===== src/rtl/controller_emulator.sv =====
// Gamepad-side responder for the serial latch/clock controller protocol.
// The host's latch and shift clock are synchronized into clk. The button
// word is parallel-loaded while latch is high. It is then presented one bit
// per accepted controller_clk rising edge on the active-low data line.
module controller_emulator #(
  parameter int unsigned SYNC_STAGES    = 2,
  parameter logic        MSB_FIRST      = 1'b0,
  parameter logic        TAIL_LEVEL     = 1'b0,
  parameter int unsigned TIMEOUT_CYCLES = 4095
) (
  input  logic       clk,
  input  logic       rst_B,
  input  logic [7:0] buttons,
  input  logic       controller_clk,
  input  logic       controller_latch,
  output logic       controller_data_B,
  output logic       busy,
  output logic [2:0] bit_index,
  output logic       poll_done,
  output logic       timeout
);

  typedef enum logic [1:0] {
    IDLE,
    LOAD,
    SHIFT,
    TAIL
  } state_t;

  localparam logic [11:0] WD_LAST = 12'(TIMEOUT_CYCLES - 1);

  state_t state, state_next;

  logic [SYNC_STAGES-1:0] clk_sync, latch_sync;
  logic                   clk_prev, latch_prev;
  logic                   clk_s, latch_s, clk_rise, latch_fall;

  logic [7:0]  sr, sr_next, load_word;
  logic [11:0] wd, wd_next;
  logic [2:0]  index_next;
  logic        data_next, poll_done_next, timeout_next;

  assign clk_s      = clk_sync[SYNC_STAGES-1];
  assign latch_s    = latch_sync[SYNC_STAGES-1];
  assign clk_rise   = clk_s & ~clk_prev;
  assign latch_fall = latch_prev & ~latch_s;

  // Bit-reverse the buttons when MSB first, so sr[0] is always the next bit out
  assign load_word = MSB_FIRST ? {<<{buttons}} : buttons;

  assign busy = (state != IDLE);

  // Synchronizer chains for the async host inputs, followed by an edge-detect register
  always_ff @(posedge clk) begin
    if (!rst_B) begin
      clk_sync   <= '0;
      latch_sync <= '0;
      clk_prev   <= 1'b0;
      latch_prev <= 1'b0;
    end else begin
      clk_sync   <= {clk_sync[SYNC_STAGES-2:0], controller_clk};
      latch_sync <= {latch_sync[SYNC_STAGES-2:0], controller_latch};
      clk_prev   <= clk_s;
      latch_prev <= latch_s;
    end
  end

  // Next-state and datapath: latch dominates everything; watchdog guards SHIFT and TAIL
  always_comb begin
    state_next     = state;
    sr_next        = sr;
    index_next     = bit_index;
    wd_next        = wd;
    poll_done_next = 1'b0;
    timeout_next   = 1'b0;
    if (latch_s) begin
      state_next = LOAD;
      sr_next    = load_word;
      index_next = 3'd0;
      wd_next    = 12'd0;
    end else begin
      case (state)
        IDLE: begin
          index_next = 3'd0;
        end
        LOAD: begin
          wd_next = 12'd0;
          if (latch_fall) begin
            state_next = SHIFT;
          end else begin
            sr_next = load_word;
          end
        end
        SHIFT, TAIL: begin
          if (state == SHIFT && clk_rise) begin
            wd_next = 12'd0;
            if (bit_index == 3'd7) begin
              state_next     = TAIL;
              poll_done_next = 1'b1;
            end else begin
              sr_next    = {1'b0, sr[7:1]};
              index_next = bit_index + 3'd1;
            end
          end else if (wd == WD_LAST) begin
            state_next   = IDLE;
            timeout_next = 1'b1;
            index_next   = 3'd0;
            wd_next      = 12'd0;
          end else begin
            wd_next = wd + 12'd1;
          end
        end
        default: begin
          state_next = IDLE;
          index_next = 3'd0;
          wd_next    = 12'd0;
        end
      endcase
    end

    case (state_next)
      LOAD, SHIFT: data_next = ~sr_next[0];
      TAIL:        data_next = TAIL_LEVEL;
      default:     data_next = 1'b1;
    endcase
  end

  // State register and registered outputs; reset drops any poll in progress
  always_ff @(posedge clk) begin
    if (!rst_B) begin
      state             <= IDLE;
      sr                <= 8'd0;
      wd                <= 12'd0;
      bit_index         <= 3'd0;
      controller_data_B <= 1'b1;
      poll_done         <= 1'b0;
      timeout           <= 1'b0;
    end else begin
      state             <= state_next;
      sr                <= sr_next;
      wd                <= wd_next;
      bit_index         <= index_next;
      controller_data_B <= data_next;
      poll_done         <= poll_done_next;
      timeout           <= timeout_next;
    end
  end

endmodule


===== config.mk =====
export PLATFORM = sky130hd
export DESIGN_NAME = controller_emulator
export DESIGN_NICKNAME = d
export VERILOG_FILES = /design/src/rtl/controller_emulator.sv
export SDC_FILE = /design/constraint.sdc
export NUM_CORES = 1
export LEC_CHECK = 0
export BUFFER_PORTS_ARGS = -buffer_cell sky130_fd_sc_hd__buf_2
export CAP_MARGIN = 5
export CORE_UTILIZATION = 45
export CTS_CLUSTER_SIZE = 20
export DETAILED_ROUTE_END_ITERATION = 8
export SYNTH_ARGS = -nofsm -noshare
export SYNTH_HDL_FRONTEND = slang
export SYNTH_SLANG_ARGS = --single-unit

===== constraint.sdc =====
create_clock -name clk -period 5.4 [get_ports clk]
set_input_delay 1.35 -clock clk [delete_from_list [all_inputs] [get_ports clk]]
set_output_delay 1.35 -clock clk [all_outputs]
set_load 0.02 [all_outputs]

Word-level counts from Yosys, hierarchy flattened
Cells that the tools add are included.
{"block": "word_totals", "inputBits": 12, "out_inout_bits": 7, "ff_bits": 34, "elab_cells": 69}
{"block": "classes", "n_addsub": 2, "bitwise_logic": 8, "n_reduce_logical": 13, "eq_ne": 13, "mux": 21}
{"op": "$mux 8", "count": 4}
{"op": "$mux 12", "count": 2}
{"op": "$pmux 12 s2", "count": 1}
{"op": "$pmux 8 s2", "count": 1}
{"op": "$ne 3x3->1 const B", "count": 5}
{"op": "$add 12x1->12 const B", "count": 1}
{"op": "$eq 12x12->1 const B", "count": 1}
{"op": "$mux 2", "count": 5}
{"op": "$mux 3", "count": 3}
{"op": "$eq 2x2->1 const B", "count": 4}
{"op": "$reduce_or 4->1", "count": 2}
{"op": "$not 1->1", "count": 6}
{"op": "$pmux 3 s2", "count": 1}
{"op": "$reduce_bool 2->1", "count": 3}
{"op": "$reduce_or 2->1", "count": 3}
{"op": "$eq 2x1->1 const B", "count": 2}
{"op": "$pmux 2 s2", "count": 1}
{"op": "$reduce_and 4->1", "count": 1}
{"op": "$add 3x1->3 const B", "count": 1}
{"op": "$eq 3x3->1 const B", "count": 1}
{"op": "$reduce_and 3->1", "count": 1}
{"op": "$reduce_bool 3->1", "count": 1}
{"op": "$and 1x1->1", "count": 2}
{"op": "$logic_not 2->1", "count": 1}
{"op": "other kinds (3)", "count": 4}

Longest topological paths before layout
{"block": "logic_depth", "word_depth": 9, "ltp_mapped": 10, "ltp_nobuf": 10}

Worst setup path before layout
OpenSTA, ideal clock, no wires.
{"block": "synth_timing", "path_kind": "input -> register", "startpoint": "input rst_B", "endpoint": "register wd[11]", "setup_time_ps": 58, "required_time_ps": 5342, "cell_stages": 5, "arrival_time_ps": 2306, "path_slack_ps": 3036, "n_path_buf": 2, "path_cell_list": "buf_2 nand2b_1 buf_2 o311ai_0 o21a_1"}
{"block": "synth_between", "elab_chain_len": 2}
{"element": "start, declared", "line": "12", "text": "input logic rst_B,"}
{"element": "$not 1->1 (no source line)"}
{"element": "$reduce_or 2->1 (no source line)"}
{"element": "end signal, assigned", "line": "141", "text": "wd <= wd_next;"}
{"element": "end, declared", "line": "39", "text": "logic [11:0] wd, wd_next;"}
Every way passes these cells.
A chain may end at the register's enable or synchronous reset.

Worst setup path after layout
{"block": "layout_timing", "startpoint": "input rst_B", "endpoint": "register wd[6]"}
The elaborated chain is that of the path after synthesis.

==> flow_summary_export.csv <==
group,metric,value,unit
job,max-cap-violations,0,
placement,hpwl,2.63,mm
final_layout,fillers,345,
sta,holdWs,0.427,ns
setup_path,crit_type,"input pin to flip-flop",
synthesis,synth_fp_nets,199,
power,leakagePower,0.736,nW
detailed_routing,vias_per_cell,5.98,
cts,cts_buffers,5,
floorplanning,initial_utilization,48.6,%
sta,maxSlewViolCount,0,
hold_path,hold_path_end,"clk_sync[1]$_SDFF_PN0_",
sta,setup_tns,0,ns
global_routing,grt_first_pass_wirelength,6.62,mm
sta,setup_viol,0,
synthesis,synth_edf_count,0,
status,outcome,"finished, final reports clean",
sta,skew,0.00512,ns
cts,root_buffer,"clkbuf_8",
global_routing,overflow,0,
synthesis,yosys_warnings,0,
setup_path,ff2ff_setup_slack,3.40,ns
final_layout,layout.nets,216,
setup_path,endpoint_kind,"flip-flop",
cts,clk_latency,0.28,ns
synthesis,syn_avg_cell_area,9.26,um^2
floorplanning,chipHeight,63.2,um
detailed_routing,drtPass1Iterations,4,
synthesis,syn_area,1690,um^2
sta,tightest_slew,0.728,ns
placement,gp_congestion,0.841,
setup_path,critPathMaxStageDelay,0.58,ns
setup_path,crit_required,5.60,ns
cts,cts-resized-gates,0,
detailed_routing,ant_nets,0,
sta,grt_setup_unrepaired,"false",
cts,post_cts_buffers,0,
synthesis,seq_area_frac_synth,40.4,%
global_routing,grt_pass1_vias,1391,
setup_path,worst-path-max-fanout,18,
synthesis,ys_async_sr_fraction,0,%
setup_path,regToRegEndpoint,"controller_data_B$_SDFF_PN1_",
cts,cts_tree,"done",
final_layout,drive_gt1_share,20.0,%
power,power_density,260,nW/um^2
final_layout,area_growth,12.1,%
detailed_routing,wirelength,3.68,mm
final_layout,antenna_cells,0,
synthesis,yosys.cell_types.count,49,
synthesis,synthFlopType,"dfxtp_1",
setup_path,r2r_start,"wd[1]$_SDFFE_PP0N_",
floorplanning,dieWidth,63.2,um
detailed_routing,drtIter0Drc,127,
setup_path,reg2reg_depth,8,
sta,fmax,373,MHz
detailed_routing,via_count,1472,
final_layout,final_common_cell,"dfxtp_1",
floorplanning,core,3470,um^2
sta,maxSlewHeadroom,51.4,%
final_layout,final_cell_mix,"dfxtp_1, buf_2, o21ai_0, nor2_1",
global_routing,antenna_found_initial,0,
final_layout,fin_area,1890,um^2
synthesis,ys_ff_latch,34,
setup_path,cp.arrival,2.88,ns
placement,dpl_cell_area,1800,um^2
sta,finalHoldViolations,0,
floorplanning,die_area,3990,um^2
setup_path,cp_cell_sequence,"buf_2 -> nand2b_1 -> nor3_1 -> a31oi_1 -> o21ai_0",
power,irDropWorstVdd,0.000135,V
global_routing,grt_max_degree,20,
sta,period_minus_slack,2.68,ns
floorplanning,io_pins,19,
placement,port_buffers,18,
setup_path,cp-start-kind,"input pin",
setup_path,crit_slowest_cell,"nor3_1",
hold_path,hold_class,"flip-flop to flip-flop",
cts,clkTransAtPathRegs,0.07,ns
sta,fin_crit_sh,49.7,%
hold_path,min_from,"clk_sync[0]$_SDFF_PN0_",
detailed_routing,drc,0,
cts,cts_buffer_depth,2,
synthesis,postSynthCellCount,182,
global_routing,grt_usage,21.1,%
floorplanning,std_cell_rows,21,
cts,cts_num_sinks,34,
hold_path,hold_depth,1,
cts,htree_num_levels,2,
detailed_routing,routedWlPerCell,15.0,um
cts,ctsHoldBuffers,0,
Yosys cell counts (all sizes together), types with 2 or more instances:
library cell / number / area share, %
nor3: 6 / 1.8
o311ai: 2 / 2.1
buf: 5 / 1.6
clkbuf: 4 / 0.89
nand2: 6 / 1.3
o21ai: 17 / 5.0
inv: 7 / 1.6
o311a: 2 / 1.3
or4: 2 / 0.89
o31ai: 9 / 4.0
and2: 8 / 3.0
a31oi: 7 / 2.6
dfxtp: 34 / 40
nand4: 6 / 3.5
xnor2: 2 / 1.0
nor2b: 3 / 1.1
a32o: 2 / 1.2
a21oi: 2 / 0.59
and3: 4 / 1.5
o21a: 2 / 0.89
ha: 5 / 3.7
nor2: 14 / 3.7
a22o: 10 / 5.3
nand3: 7 / 3.1
worst max path at each step:
stage,startpoint,endpoint,slack (ns)
floorplan,rst_B,wd[11]$_SDFFE_PP0N_,3.04
global placement,rst_B,wd[11]$_SDFFE_PP0N_,2.49
detailed placement,rst_B,wd[6]$_SDFFE_PP0N_,2.49
CTS,state[1]$_SDFF_PN0_,busy,2.77
global route,rst_B,wd[10]$_SDFFE_PP0N_,2.55
finish,rst_B,wd[6]$_SDFFE_PP0N_,2.72
worst max-delay path, delay by kind of cell:
family / cells / cell delay, ns
AND/OR/NAND/NOR: 2 / 1.00
buffers and inverters: 1 / 0.25
AO/OA/AOI/OAI: 2 / 0.28
power breakdown:
group | internal (mW) | switching, mW
combinational | 0.0158 | 0.0209
sequential | 0.258 | 0.00566
clock | 0.103 | 0.0892
flip-flops by register name, indices dropped and copies added (netlist names):
name	flops
controller_data_B	1
poll_done	1
sr	8
bit_index	3
latch_sync	2
wd	12
clk_prev	1
latch_prev	1
state	2
timeout	1
clk_sync	2
cell families after synthesis:
kind of cell / Yosys count / share of synthesized area, %
multiplexers: 1 / 0.594
AND/OR/NAND/NOR: 64 / 23.8
buffers and inverters: 16 / 4.08
XOR/XNOR: 2 / 1.04
adder cells (fa/ha/maj): 5 / 3.71
flip-flops: 34 / 40.4
AO/OA/AOI/OAI: 60 / 26.4
through the flow:
step / utilization, % / instances / setup slack (ns) / power (mW)
CTS: 54.5 / 246 / 2.77 / 0.499
global route: 54.5 / 246 / 2.55 / 0.516
global placement: 51.8 / 238 / 2.49 / 0.305
detailed placement: 51.8 / 238 / 2.49 / 0.305
finish: 54.5 / 246 / 2.72 / 0.492
floorplan: - / 182 / 3.04 / 0.295
layout make-up:
type | count | area, um^2 | share of cell area, %
flip-flops and latches | 34 | 681 | 36.0
inverters | 7 | 26.3 | 1.39
multi-input cells | 132 | 936 | 49.5
clock buffers | 7 | 86.3 | 4.57
repair buffers | 19 | 97.6 | 5.17
clock inverters | 1 | 5.00 | 0.265
well taps | 46 | 57.6 | 3.05
per-layer routing:
layer  up-vias  part of all wire (%)  GRT usage [%]
met4         0                   1.7           8.24
li1        720                     -              -
met5         -                     0              0
met3         6                   5.2           5.43
met1       705                    50           29.2
met2        41                    43           31.0
(Power assumes the default switching activity.)
